<file path="src/rtl/intbus_pkg.sv">
// intbus_pkg: shared types and constants for the AXI4-Lite to intbus bridge.
package intbus_pkg;

   typedef enum logic [2:0] {
      IDLE,
      WR,
      BRESP,
      RD,
      RWAIT,
      RRESP
   } state_t;

   localparam logic [1:0]  OKAY     = 2'b00;
   localparam logic [1:0]  SLVERR   = 2'b10;
   localparam logic [31:0] ERR_DATA = 32'hDEAD_BEEF;

endpackage

</file>
<file path="src/rtl/intbus_interf.sv">
// intbus_interf: single-master internal bus toward the connectbus hub.
interface intbus_interf #(
   parameter int unsigned ADDR_WIDTH = 28,
   parameter int unsigned DATA_WIDTH = 32
);

   logic                  clk;
   logic [ADDR_WIDTH-1:0] addr;
   logic [DATA_WIDTH-1:0] wdata;
   logic                  wr;
   logic                  rd;
   logic [DATA_WIDTH-1:0] rdata;
   logic                  rvalid;

   modport master (
      output clk, addr, wdata, wr, rd,
      input  rdata, rvalid
   );

   modport slave (
      input  clk, addr, wdata, wr, rd,
      output rdata, rvalid
   );

endinterface

</file>
<file path="src/rtl/intbus_rd_timer.sv">
// intbus_rd_timer: 4-bit read-timeout counter. start arms it at 0, it counts
// every cycle while armed, and hit or expiry disarms it.
module intbus_rd_timer #(
   parameter int unsigned TIMEOUT = 15
)(
   input  logic clk,
   input  logic resetn,
   input  logic start,
   input  logic hit,
   output logic expired
);

   localparam logic [3:0] LIMIT = 4'(TIMEOUT);

   logic [3:0] cnt;
   logic       armed;

   // Counter register: reload on start, advance while armed.
   always_ff @(posedge clk or negedge resetn) begin
      if (!resetn) begin
         cnt   <= '0;
         armed <= 1'b0;
      end else if (start) begin
         cnt   <= '0;
         armed <= 1'b1;
      end else if (armed) begin
         if (hit || expired) begin
            armed <= 1'b0;
         end else begin
            cnt <= cnt + 4'd1;
         end
      end
   end

   assign expired = armed && (cnt == LIMIT);

endmodule

</file>
<file path="src/rtl/axi_lite_to_intbus.sv">
// axi_lite_to_intbus: AXI4-Lite slave bridged onto the intbus master port,
// one transaction at a time. Optional build macro AXI_INTBUS_WSTRB_CHECK_EN
// rejects writes with a partial strobe (no bus.wr, SLVERR response).
module axi_lite_to_intbus
   import intbus_pkg::*;
#(
   parameter int unsigned ADDR_WIDTH = 28,
   parameter int unsigned DATA_WIDTH = 32,
   parameter int unsigned TIMEOUT    = 15,
   parameter logic [31:0] ERR_DATA   = intbus_pkg::ERR_DATA
)(
   input  logic                  clk,
   input  logic                  resetn,
   input  logic [31:0]           s_awaddr,
   input  logic                  s_awvalid,
   output logic                  s_awready,
   input  logic [DATA_WIDTH-1:0] s_wdata,
   input  logic [3:0]            s_wstrb,
   input  logic                  s_wvalid,
   output logic                  s_wready,
   output logic [1:0]            s_bresp,
   output logic                  s_bvalid,
   input  logic                  s_bready,
   input  logic [31:0]           s_araddr,
   input  logic                  s_arvalid,
   output logic                  s_arready,
   output logic [DATA_WIDTH-1:0] s_rdata,
   output logic [1:0]            s_rresp,
   output logic                  s_rvalid,
   input  logic                  s_rready,
   intbus_interf.master          bus
);

   state_t                state;
   state_t                state_nxt;
   logic                  aw_take;
   logic                  ar_take;
   logic                  rd_hit;
   logic                  rd_err;
   logic                  wr_pulse;
   logic                  rd_pulse;
   logic                  bvalid;
   logic                  rvalid;
   logic                  wstrb_ok;
   logic                  wr_issue_q;
   logic                  tmr_start;
   logic                  tmr_expired;
   logic                  unused_bits;
   logic [ADDR_WIDTH-1:0] addr_q;
   logic [DATA_WIDTH-1:0] wdata_q;
   logic [DATA_WIDTH-1:0] rdata_q;
   logic [1:0]            bresp_q;
   logic [1:0]            rresp_q;

`ifdef AXI_INTBUS_WSTRB_CHECK_EN
   assign wstrb_ok = (s_wstrb == '1);
`else
   assign wstrb_ok = 1'b1;
`endif

   // Byte-lane bits and address bits above the word window are never used.
   assign unused_bits = ^{s_awaddr, s_araddr, s_wstrb};

   // State register.
   always_ff @(posedge clk or negedge resetn) begin
      if (!resetn) begin
         state <= IDLE;
      end else begin
         state <= state_nxt;
      end
   end

   // Next-state and handshake decode; IDLE accepts are qualified by resetn so
   // the readies stay low while reset is held even if the master drives valid.
   always_comb begin
      state_nxt = state;
      aw_take   = 1'b0;
      ar_take   = 1'b0;
      rd_hit    = 1'b0;
      rd_err    = 1'b0;
      wr_pulse  = 1'b0;
      rd_pulse  = 1'b0;
      bvalid    = 1'b0;
      rvalid    = 1'b0;
      case (state)
         IDLE: begin
            if (resetn && s_awvalid && s_wvalid) begin
               aw_take   = 1'b1;
               state_nxt = WR;
            end else if (resetn && s_arvalid) begin
               ar_take   = 1'b1;
               state_nxt = RD;
            end
         end
         WR: begin
            wr_pulse  = wr_issue_q;
            state_nxt = BRESP;
         end
         BRESP: begin
            bvalid = 1'b1;
            if (s_bready) begin
               state_nxt = IDLE;
            end
         end
         RD: begin
            rd_pulse = 1'b1;
            if (bus.rvalid) begin
               rd_hit    = 1'b1;
               state_nxt = RRESP;
            end else begin
               state_nxt = RWAIT;
            end
         end
         RWAIT: begin
            if (bus.rvalid) begin
               rd_hit    = 1'b1;
               state_nxt = RRESP;
            end else if (tmr_expired) begin
               rd_err    = 1'b1;
               state_nxt = RRESP;
            end
         end
         RRESP: begin
            rvalid = 1'b1;
            if (s_rready) begin
               state_nxt = IDLE;
            end
         end
         default: state_nxt = IDLE;
      endcase
   end

   // Request capture and read-data/response holding registers.
   always_ff @(posedge clk or negedge resetn) begin
      if (!resetn) begin
         addr_q     <= '0;
         wdata_q    <= '0;
         wr_issue_q <= 1'b0;
         bresp_q    <= OKAY;
         rdata_q    <= '0;
         rresp_q    <= OKAY;
      end else begin
         if (aw_take) begin
            addr_q     <= s_awaddr[ADDR_WIDTH+1:2];
            wr_issue_q <= wstrb_ok;
            bresp_q    <= wstrb_ok ? OKAY : SLVERR;
            if (wstrb_ok) begin
               wdata_q <= s_wdata;
            end
         end else if (ar_take) begin
            addr_q <= s_araddr[ADDR_WIDTH+1:2];
         end
         if (rd_hit) begin
            rdata_q <= bus.rdata;
            rresp_q <= OKAY;
         end else if (rd_err) begin
            rdata_q <= ERR_DATA;
            rresp_q <= SLVERR;
         end
      end
   end

   // A zero-latency answer in RD needs no timer run.
   assign tmr_start = rd_pulse & ~bus.rvalid;

   intbus_rd_timer #(
      .TIMEOUT (TIMEOUT)
   ) u_rd_timer (
      .clk     (clk),
      .resetn  (resetn),
      .start   (tmr_start),
      .hit     (rd_hit),
      .expired (tmr_expired)
   );

   assign s_awready = aw_take;
   assign s_wready  = aw_take;
   assign s_arready = ar_take;
   assign s_bvalid  = bvalid;
   assign s_bresp   = bvalid ? bresp_q : OKAY;
   assign s_rvalid  = rvalid;
   assign s_rdata   = rdata_q;
   assign s_rresp   = rresp_q;

   assign bus.clk   = clk;
   assign bus.addr  = addr_q;
   assign bus.wdata = wdata_q;
   assign bus.wr    = wr_pulse;
   assign bus.rd    = rd_pulse;

endmodule
</file>
<file path="src/flat_wrapper.sv">
// flat-port wrapper written by rule: the top's interface ports become plain ports
module axi_lite_to_intbus_flat import intbus_pkg::*;
#(
   parameter int unsigned ADDR_WIDTH = 28,
   parameter int unsigned DATA_WIDTH = 32,
   parameter int unsigned TIMEOUT    = 15,
   parameter logic [31:0] ERR_DATA   = intbus_pkg::ERR_DATA
)
  (clk, resetn, s_awaddr, s_awvalid, s_awready, s_wdata, s_wstrb, s_wvalid, s_wready, s_bresp, s_bvalid, s_bready, s_araddr, s_arvalid, s_arready, s_rdata, s_rresp, s_rvalid, s_rready, bus_clk, bus_addr, bus_wdata, bus_wr, bus_rd, bus_rdata, bus_rvalid);
  intbus_interf #(.ADDR_WIDTH(ADDR_WIDTH), .DATA_WIDTH(DATA_WIDTH)) bus_i ();
  input  logic clk;
  input  logic resetn;
  input  logic [31:0] s_awaddr;
  input  logic s_awvalid;
  output logic s_awready;
  input  logic [DATA_WIDTH-1:0] s_wdata;
  input  logic [3:0] s_wstrb;
  input  logic s_wvalid;
  output logic s_wready;
  output logic [1:0] s_bresp;
  output logic s_bvalid;
  input  logic s_bready;
  input  logic [31:0] s_araddr;
  input  logic s_arvalid;
  output logic s_arready;
  output logic [DATA_WIDTH-1:0] s_rdata;
  output logic [1:0] s_rresp;
  output logic s_rvalid;
  input  logic s_rready;
  output wire logic [$bits(bus_i.clk)-1:0] bus_clk;
  output wire logic [$bits(bus_i.addr)-1:0] bus_addr;
  output wire logic [$bits(bus_i.wdata)-1:0] bus_wdata;
  output wire logic [$bits(bus_i.wr)-1:0] bus_wr;
  output wire logic [$bits(bus_i.rd)-1:0] bus_rd;
  input wire logic [$bits(bus_i.rdata)-1:0] bus_rdata;
  input wire logic [$bits(bus_i.rvalid)-1:0] bus_rvalid;
  assign bus_clk = bus_i.clk;
  assign bus_addr = bus_i.addr;
  assign bus_wdata = bus_i.wdata;
  assign bus_wr = bus_i.wr;
  assign bus_rd = bus_i.rd;
  assign bus_i.rdata = bus_rdata;
  assign bus_i.rvalid = bus_rvalid;
  axi_lite_to_intbus #(.ADDR_WIDTH(ADDR_WIDTH), .DATA_WIDTH(DATA_WIDTH), .TIMEOUT(TIMEOUT), .ERR_DATA(ERR_DATA)) u_core (.clk(clk), .resetn(resetn), .s_awaddr(s_awaddr), .s_awvalid(s_awvalid), .s_awready(s_awready), .s_wdata(s_wdata), .s_wstrb(s_wstrb), .s_wvalid(s_wvalid), .s_wready(s_wready), .s_bresp(s_bresp), .s_bvalid(s_bvalid), .s_bready(s_bready), .s_araddr(s_araddr), .s_arvalid(s_arvalid), .s_arready(s_arready), .s_rdata(s_rdata), .s_rresp(s_rresp), .s_rvalid(s_rvalid), .s_rready(s_rready), .bus(bus_i));
endmodule
</file>
<file path="config.mk">
export PLATFORM = sky130hd
export DESIGN_NAME = axi_lite_to_intbus_flat
export DESIGN_NICKNAME = d
export VERILOG_FILES = /design/src/rtl/intbus_pkg.sv /design/src/rtl/intbus_interf.sv /design/src/rtl/intbus_rd_timer.sv /design/src/rtl/axi_lite_to_intbus.sv /design/src/flat_wrapper.sv
export SDC_FILE = /design/constraint.sdc
export NUM_CORES = 1
export LEC_CHECK = 0
export BUFFER_PORTS_ARGS = -buffer_cell sky130_fd_sc_hd__buf_2
export CORE_MARGIN = 2
export CORE_UTILIZATION = 49
export CTS_BUF_LIST = sky130_fd_sc_hd__clkbuf_8
export CTS_CLUSTER_DIAMETER = 80
export DETAILED_ROUTE_END_ITERATION = 10
export GPL_TIMING_DRIVEN = 0
export MAX_ROUTING_LAYER = met4
export PLACE_DENSITY = 0.87
export RECOVER_POWER = 50
export SYNTH_ARGS = -nofsm -noshare
export SYNTH_HDL_FRONTEND = slang
export SYNTH_HIERARCHICAL = 1
export SYNTH_SLANG_ARGS = --single-unit
</file>
<file path="constraint.sdc">
create_clock -name clk -period 4.08 [get_ports clk]
set_clock_uncertainty 0.2 [all_clocks]
set_input_delay 0.204 -clock clk [delete_from_list [all_inputs] [get_ports clk]]
set_output_delay 0.204 -clock clk [all_outputs]
set_load 0.005 [all_outputs]
</file>
==> flow_summary.toml, run 1 <==
[synth]
ys_async_sr_fraction = 1.00
synth_top_family_by_area = "compound AO/OA/AOI/OAI gates"
yosys.area.top_type = "dfrtp_1"
yosys.area_share.simple = 0.0635
synth.area.mux_share = 0.0897
ys_top_cells_by_count = "dfrtp_1, mux2_1, a2bb2oi_1, o22ai_1, o22a_1"
synth_most_common_cell = "dfrtp_1"
synth_compound_area_frac = 0.195
synth_edf_count = 0
ys.flop_type = "dfrtp_1"
ys_seq_elements = 102
yosys.area_share.adder = 0.00294
synth_cell_types = 49
synth-xor-area-share = 0
synth_top_area_share = 0.600
synth_cells = 312
avgSynthCellArea_um2 = 13.6
ys_seq_area_frac = 0.600
ys_warn_count = 6
synth_top_cells_by_area = "dfrtp_1, mux2_1, a2bb2oi_1, o22a_1, o22ai_1"
syn-cell-area_mm2 = 0.00425

[drt]
drc = 0
dr.pass1.iters = 5
routed_wl_um = 16900
postRouteAntennaNets = 0
num_vias = 4531
drt_iter0_drc = 396
vias_per_cell = 5.72
wl_per_cell_um = 21.3

[power_and_ir_drop]
powerDensity_mw_per_mm2 = 618
p_leak_nw = 3.36
vdd_drop_max_mv = 0.422

[global_route]
gr-total-overflow = 0
grt.total_usage = 0.375
antenna_found_initial = 0
gr-max-usage-layer = "met2"
grt.met3_usage = 0.0777
grt_max_degree = 54
grt_pass1_wl_um = 26900
use_met2 = 0.636
grt_use_met1 = 0.445
grt_pass1_vias = 4964

[floorplan]
start_util = 0.512
die-area_mm2 = 0.00944
core.rowCount = 33
ioPinCount = 244
core_mm2 = 0.00830
die_w_um = 97.2
die_y_um = 97.2

[timing]
finalCriticalPeriod_ns = 3.09
fin_crit_sh = 0.758
hold_viol = 0
fin_ws_ns = 0.988
worst_slew_pin_slew_ns = 0.708
timing.slew.headroom = 0.528
rsz0062_at_grt = "no"
finalSetupTns_ns = 0
finalSetupViolations = 0
clock.fmax_ghz = 0.323
slew_viol_final = 0

[critical_path]
end_kind = "primary output"
crit_buf_inv = 7
crit_type = "primary input to primary output"
path_cells = "dlygate4sd3_1 > buf_4 > buf_16 > nor4b_4 > and2b_1 > buf_4 > buf_6 > buf_4 > buf_2"
arrival_ns = 2.69
cp.required_ns = 3.68
reg2reg_from = "u_core/state[0]$_DFFE_PN0P_"
cpMostUsedCell = "buf_4"
cp_top_family = "buffers and inverters"
critPathMaxFanout = 53
cp-start-kind = "primary input"
startpoint = "resetn"
cpMaxStageDelayCell = "buf_4"
slowest_delay_ns = 0.57

[cts]
clk_pin_slew_ns = 0.10
clock_latency_ns = 0.46
tritoncts = "yes"
post-cts-setup-buffers = 0

[placement]
dp_hpwl_um = 8460
gp_congestion = 0.780
numPortBuffers = 228
place_ws_ns = 1.42

[min_path]
hold_path.class = "primary input to async pin"

[final_layout]
drive_above_1_share = 0.377
n_antenna_cell = 0
nets = 823
areaGrowthSynthToFinish_pct = 65.0

[job]
max_cap_violations = 0

[run_status]
outcome = "complete, no violations"
==> cell usage in the layout (no fill, tap or decap), types with 3 or more instances in the layout <==
cell and n:
a211oi_1 3, a22o_1 8, a2bb2oi_1 28, buf_2 207, buf_4 12, buf_6 3
clkbuf_1 35, clkbuf_8 13, conb_1 3, dfrtp_1 102, dlygate4sd3_1 125, inv_1 4
mux2_1 29, mux2_2 4, nand2_1 4, nor2_1 3, nor2b_1 3, nor4_1 3
o22a_1 24, o22ai_1 28, or2_2 3
==> area by class of cell <==
| class | instances | area [um2] |
|---|---|---|
| flip-flops and latches | 102 | 2550 |
| well taps | 105 | 131 |
| inverters | 5 | 18.8 |
| clock buffers | 14 | 184 |
| clock inverters | 6 | 61.3 |
| fillers | 416 | 1280 |
| multi-input cells | 178 | 1510 |
| plain buffers | 29 | 184 |
| repair buffers | 353 | 2380 |
==> state kept, by name, indices dropped and copies added, names as in the netlist <==
| signal | cells |
|---|---|
| u_core/bus.wdata | 32 |
| u_core/s_rresp | 1 |
| u_core/state | 3 |
| u_core/wr_issue_q | 1 |
| u_core/s_rdata | 32 |
| u_core/u_rd_timer/armed | 1 |
| u_core/bus.addr | 28 |
| u_core/u_rd_timer/cnt | 4 |
==> through the flow <==
stage	instances	total power, mW	utilization	instance area [um2]	hold slack (ns)
detailed placement	648	3.33	0.670	5560	0.0858
finish	792	4.34	0.846	7020	0.154
global placement	647	3.24	0.667	5530	0.167
floorplan	314	2.57	-	4260	-0.292
global route	792	4.56	0.846	7020	0.170
CTS	792	4.17	0.850	7050	0.0943
==> power breakdown <==
group,internal [mW],switching (mW)
Combinational,0.901,0.836
Sequential,1.50,0.342
Clock,0.381,0.382
Total,2.78,1.56
==> routing by layer <==
| layer | share of wire | vias to the layer above |
|---|---|---|
| li1 | - | 1920 |
| met1 | 0.37 | 2209 |
| met2 | 0.51 | 345 |
| met3 | 0.083 | 57 |
| met4 | 0.032 | 0 |
| met5 | 0 | - |
==> kinds of logic after synthesis <==
group | count (synthesis)
AOI/OAI and AO/OA | 102
adders and majority gates | 1
buffers and inverters | 34
DFF | 102
muxes | 34
other | 1
and+or+nand+nor | 38
==> what timing repair did <==
item | CTS | global route
hold buffers | 125 | 0
hold endpoints to repair | 148 | 0
resized for setup | 0 | 0
==> worst paths after layout <==
| check | endpoint | slack (ns) | depth (start not counted) |
|---|---|---|---|
| max reg2reg | u_core/u_rd_timer/cnt[0]$_DFFE_PN0P_ | 1.60 | 7 |
| max | s_wready | 0.99 | 9 |
| min reg2reg | u_core/bus.wdata[20]$_DFFE_PN0P_ | 0.29 | 1 |
| min | u_core/bus.wdata[23]$_DFFE_PN0P_ | 0.15 | 2 |
| max in group asynchronous | u_core/bus.wdata[10]$_DFFE_PN0P_ | 2.83 | 3 |
| min in group clk | u_core/state[0]$_DFFE_PN0P_ | 0.17 | 4 |
Power figures use the tool's default switching activity.
==> run 2, diff against run 1 <==
--- a/config.mk
+++ b/config.mk
@@ -7,13 +7,13 @@
 export LEC_CHECK = 0
 export BUFFER_PORTS_ARGS = -buffer_cell sky130_fd_sc_hd__buf_2
 export CORE_MARGIN = 2
-export CORE_UTILIZATION = 49
+export CORE_UTILIZATION = 41
 export CTS_BUF_LIST = sky130_fd_sc_hd__clkbuf_8
 export CTS_CLUSTER_DIAMETER = 80
 export DETAILED_ROUTE_END_ITERATION = 10
 export GPL_TIMING_DRIVEN = 0
 export MAX_ROUTING_LAYER = met4
-export PLACE_DENSITY = 0.87
+export PLACE_DENSITY = 0.77
 export RECOVER_POWER = 50
 export SYNTH_ARGS = -nofsm -noshare
 export SYNTH_HDL_FRONTEND = slang
==> constraint.sdc (replaced) <==
create_clock -name clk -period 2.5 [get_ports clk]
set_clock_uncertainty 0.2 [all_clocks]
set_input_delay 0.125 -clock clk [delete_from_list [all_inputs] [get_ports clk]]
set_output_delay 0.125 -clock clk [all_outputs]
set_load 0.005 [all_outputs]
==> run 2 against run 1 <==
  * Design area rose by 0.84%
  * Critical endpoint is now u_core/bus.addr[8]$_DFFE_PN0P_
  * Worst hold slack got worse by 0.14 ns
  * Routed wire length fell by 16%
  * Non-clock buffer count rose by 2
  * Count of clock-buffer cells in the layout rose by 1
  * Clock power rose by 64%
  * Sequential power rose by 60%
  * Die area rose by 19%
  * Register-to-register slack got worse by 1.4 ns
  * First-iteration DRC count fell by 32%
==> flow_summary.toml, run 2 (synthesis results as in run 1) <==
[power_and_ir_drop]
switchingPower_mw = 2.30
power_mw = 6.87
powerDensity_mw_per_mm2 = 970
netSwitchingFraction = 0.335
power_frac_comb = 0.390
vdd_drop_max_mv = 0.674
p_int_mw = 4.57
p_leak_nw = 3.38
pwr-share-clk = 0.181
seqPwrFrac = 0.429

[final_layout]
fin_area_mm2 = 0.00708
instances_no_fill = 826
areaGrowthSynthToFinish_pct = 66.4
final_common_cell = "buf_2"
nets = 825
final_cell_mix = "buf_2, dlygate4sd3_1, dfrtp_1"
drive_above_1_share = 0.388

[global_route]
grt_pass1_vias = 4503
grt_pass1_wl_um = 22600
use_met2 = 0.447
grt.total_usage = 0.267
grt.met3_usage = 0.0482
grt_max_degree = 56
gr-total-overflow = 0
grt_use_met1 = 0.311
gr-max-usage-layer = "met2"
antenna_found_initial = 1

[critical_path]
crit_type = "primary input to flip-flop"
end_kind = "flip-flop"
arrival_ns = 2.57
cp.required_ns = 2.68
reg2reg_depth = 7
reg2reg_slack_ns = 0.19
critPathMaxFanout = 10
cp-start-kind = "primary input"

[min_path]
whs_path_depth = 4
hold_path.class = "primary input to flip-flop"

[placement]
gp_congestion = 0.825
dp_hpwl_um = 8350
place_ws_ns = 0.0482
dpl_cell_area_mm2 = 0.00560
dp.cells = 679
numPortBuffers = 228

[timing]
hold_viol = 0
timing.slew.headroom = 0.226
finalSetupViolations = 0
finalCriticalPeriod_ns = 2.39
worst_slew_pin_slew_ns = 1.16
fin_ws_ns = 0.106
rsz0062_at_grt = "no"
finalSetupTns_ns = 0
fin_crit_sh = 0.958
clock.fmax_ghz = 0.418
slew_viol_final = 0

[cts]
clock_latency_ns = 0.46
clk_pin_slew_ns = 0.09
tritoncts = "yes"
post-cts-setup-buffers = 0

[drt]
postRouteAntennaNets = 0
drc = 0
num_vias = 4248
dr.pass1.iters = 4
wl_per_cell_um = 17.2
vias_per_cell = 5.14
drt_iter0_drc = 269
routed_wl_um = 14200

[floorplan]
die_y_um = 106
die_w_um = 106
core_mm2 = 0.0102
start_util = 0.418
die-area_mm2 = 0.0112
core.rowCount = 37
ioPinCount = 244

[job]
max_cap_violations = 0

[run_status]
outcome = "complete, no violations"
==> run 2: power groups by stage <==
stage	logic [mW]	clock network (mW)	registers (mW)
3_5_place_dp	2.49	0.0389	2.90
6_report	2.68	1.25	2.94
5_1_grt	2.90	1.36	3.03
4_1_cts	2.67	1.28	2.88
3_3_place_gp	2.40	0.0389	2.86
2_1_floorplan	1.24	0.0259	2.94
==> run 2: area by class of cell <==
cell class,count,area [um2]
Antenna cell,1,2.50
Buffer,29,185
Clock buffer,15,198
Clock inverter,5,56.3
Fill cell,701,3110
Inverter,5,18.8
Multi-Input combinational cell,178,1510
Sequential cell,102,2550
Tap cell,136,170
Timing Repair Buffer,355,2380
==> run 2: metrics by stage <==
| step | utilization | hold slack (ns) |
|---|---|---|
| final | 0.695 | 0.0170 |
| after global routing | 0.695 | 0.0730 |
| after CTS | 0.701 | 0.00189 |
| after detailed placement | 0.550 | 0.00138 |
| after global placement | 0.547 | 0.0879 |
| after floorplan | - | -0.371 |
==> run 2: repair_timing <==
item,4_1_cts,5_1_grt
hold endpoints to repair,201,0
gates resized for setup,0,3
endpoints found under the setup margin,0,2
hold buffers,127,0
==> run 2: worst max-delay path, cell delays in order <==
cell and delay (ns):
dlygate4sd3_1 0.55, buf_2 0.14, a21bo_2 0.17, buf_2 0.24, clkbuf_1 0.38, o22ai_1 0.17
dlygate4sd3_1 0.60, a2bb2oi_1 0.18
==> run 2: routing by layer <==
layer	wire length, um	up-vias
met5	0	-
met4	427	0
met3	873	41
met2	7220	219
met1	5720	2058
li1	-	1930
==> run 2: worst paths after layout <==
| kind | startpoint | to |
|---|---|---|
| worst max-delay path | s_arvalid | u_core/bus.addr[8]$_DFFE_PN0P_ |
| min in group asynchronous | resetn | u_core/bus.wdata[21]$_DFFE_PN0P_ |
| worst min-delay path | s_wvalid | u_core/state[0]$_DFFE_PN0P_ |
| max in group asynchronous | resetn | u_core/s_rdata[19]$_DFFE_PN0P_ |
| worst min register to register | u_core/wr_issue_q$_DFFE_PN0P_ | u_core/wr_issue_q$_DFFE_PN0P_ |
| worst max register to register | u_core/state[0]$_DFFE_PN0P_ | u_core/u_rd_timer/cnt[0]$_DFFE_PN0P_ |
==> run 3, diff against run 2 <==
--- a/config.mk
+++ b/config.mk
@@ -5,7 +5,7 @@
 export SDC_FILE = /design/constraint.sdc
 export NUM_CORES = 1
 export LEC_CHECK = 0
-export BUFFER_PORTS_ARGS = -buffer_cell sky130_fd_sc_hd__buf_2
+export BUFFER_PORTS_ARGS = -buffer_cell sky130_fd_sc_hd__buf_4
 export CORE_MARGIN = 2
 export CORE_UTILIZATION = 41
 export CTS_BUF_LIST = sky130_fd_sc_hd__clkbuf_8
==> run 3 against run 2 <==
  * The flow now finishes with violations (negative hold slack)
  * Count of clock-buffer cells in the layout grew 1
  * Design area rose by 8.0%
  * Critical path depth unchanged
  * Die area unchanged
  * First-iteration DRC count fell by 24%
  * Sequential cell count unchanged
  * Routed wire length is 4.2% higher
  * Non-clock buffer count shrank 2
  * Utilization is 5.5 points higher
  * Largest cell class unchanged
  * Largest power group is now combinational logic
  * Highest routed layer unchanged
==> flow_summary.toml, run 3 (synthesis results as in run 1) <==
[run_status]
outcome = "finished, violations left"
violations = "negative hold slack"

[timing]
slew_viol_final = 0
whs_ns = -0.444
hold_viol = 102
finalSetupViolations = 0
clock.fmax_ghz = 0.406
fin_crit_sh = 0.984
worst_slew_pin_slew_ns = 0.929
timing.slew.headroom = 0.380
finalCriticalPeriod_ns = 2.46

[cts]
holdBufCountCts = 126
clock_latency_ns = 0.46
clk_pin_slew_ns = 0.10
tritoncts = "yes"

[critical_path]
reg2reg_slack_ns = 0.19
cp-start-kind = "primary input"
critPathMaxFanout = 10
slowest_delay_ns = 0.61
end_kind = "flip-flop"
crit_type = "primary input to flip-flop"
reg2reg_depth = 7
reg2reg_from = "u_core/state[0]$_DFFE_PN0P_"
cpMostUsedCell = "dlygate4sd3_1"
arrival_ns = 2.64
cp.required_ns = 2.68
cpMaxStageDelayCell = "dlygate4sd3_1"
r2r_end = "u_core/u_rd_timer/cnt[0]$_DFFE_PN0P_"
path_cells = "dlygate4sd3_1 > buf_4 > a21bo_2 > buf_2 > clkbuf_1 > o22ai_1 > dlygate4sd3_1 > a2bb2oi_1"

[power_and_ir_drop]
vdd_drop_max_mv = 0.657
powerDensity_mw_per_mm2 = 969
p_leak_nw = 3.59

[final_layout]
drive_above_1_share = 0.400
final_common_cell = "buf_4"
areaGrowthSynthToFinish_pct = 79.6
regArea_mm2 = 0.00255
multiInputGateArea_mm2 = 0.00151
n_antenna_cell = 0
final_cell_mix = "buf_4, dlygate4sd3_1, dfrtp_1"
fin_area_mm2 = 0.00764
fillerInstances = 644
nets = 823

[global_route]
grt_pass1_vias = 4519
grt.total_usage = 0.278
grt_pass1_wl_um = 23400
antenna_found_initial = 0
gr-total-overflow = 0
grt_max_degree = 106

[drt]
routed_wl_um = 14800
drc = 0
vias_per_cell = 5.12
drt_iter0_drc = 204
num_vias = 4214
wl_per_cell_um = 18.0
postRouteAntennaNets = 0
dr.pass1.iters = 4

[floorplan]
die-area_mm2 = 0.0112
die_y_um = 106
ioPinCount = 244
core_mm2 = 0.0102
die_w_um = 106
core.rowCount = 37
start_util = 0.418

[job]
max_cap_violations = 0

[placement]
numPortBuffers = 228
dp_hpwl_um = 8300
gp_congestion = 0.825
dpl_cell_area_mm2 = 0.00614

[min_path]
hold_path.class = "primary input to async pin"
-- run 3: changes by cell type in the layout (fill, tap and decap cells not counted), moves of 11 or more --
| cell | change |
|---|---|
| clkbuf_4 | +37 |
| buf_4 | +177 |
| buf_2 | -204 |
| clkbuf_1 | -11 |
-- run 3: how the worst max path moves through the flow --
stage          slack (ns)                                   end                        start
5_1_grt            -0.001                              s_wready  u_core/state[1]$_DFFE_PN0P_
4_1_cts              0.06  u_core/u_rd_timer/cnt[0]$_DFFE_PN0P_  u_core/state[0]$_DFFE_PN0P_
3_5_place_dp        -0.26      u_core/bus.wdata[27]$_DFFE_PN0P_                       resetn
3_3_place_gp        -0.20      u_core/bus.wdata[16]$_DFFE_PN0P_                       resetn
6_report             0.04       u_core/bus.addr[10]$_DFFE_PN0P_                    s_arvalid
2_1_floorplan        0.37  u_core/u_rd_timer/cnt[0]$_DFFE_PN0P_  u_core/state[0]$_DFFE_PN0P_
-- run 3: power by group --
part	switching, mW	leakage (nW)	internal [mW]
registers	0.504	1.18	2.44
clock network	0.579	0.155	0.782
logic	1.25	2.26	1.85
total	2.33	3.59	5.08
-- run 3: per-layer routing --
| layer | up-vias | wire (um) | global-route usage |
|---|---|---|---|
| met3 | 35 | 1050 | 0.0631 |
| met5 | - | 0 | - |
| met4 | 0 | 375 | 0.132 |
| li1 | 1929 | - | - |
| met1 | 2034 | 5740 | 0.312 |
| met2 | 216 | 7680 | 0.471 |
-- run 3: repair_timing --
item | 4_1_cts | 5_1_grt
resized for setup | 1 | 3
endpoints found under the hold margin | 201 | 102
endpoints found under the setup margin | 2 | 2
buffers inserted | 0 | 0
-- run 3: metrics by stage --
step                        TNS, ns  setup slack, ns   util  power [mW]  std cells
after floorplan                   0            0.374      -        4.20        314
after global placement        -6.03           -0.197  0.603        5.81        678
after detailed placement      -8.78           -0.260  0.603        5.92        678
after CTS                         0           0.0615  0.754        7.42        823
after global routing      -0.000988        -0.000988  0.750        7.84        823
final                             0           0.0389  0.750        7.40        823
-- run 3: area by class of cell --
class	count	share of cell area
Buffer	29	0.0242
Clock buffer	16	0.0280
Clock inverter	4	0.00901
Inverter	5	0.00246
Multi-Input combinational cell	178	0.198
Sequential cell	102	0.334
Tap cell	136	0.0223
Timing Repair Buffer	353	0.382
-- run 3: critical path, delay by kind of cell --
kind,cells,cell delay [ns]
AO/OA/AOI/OAI,3,0.54
buffers and inverters,5,1.98
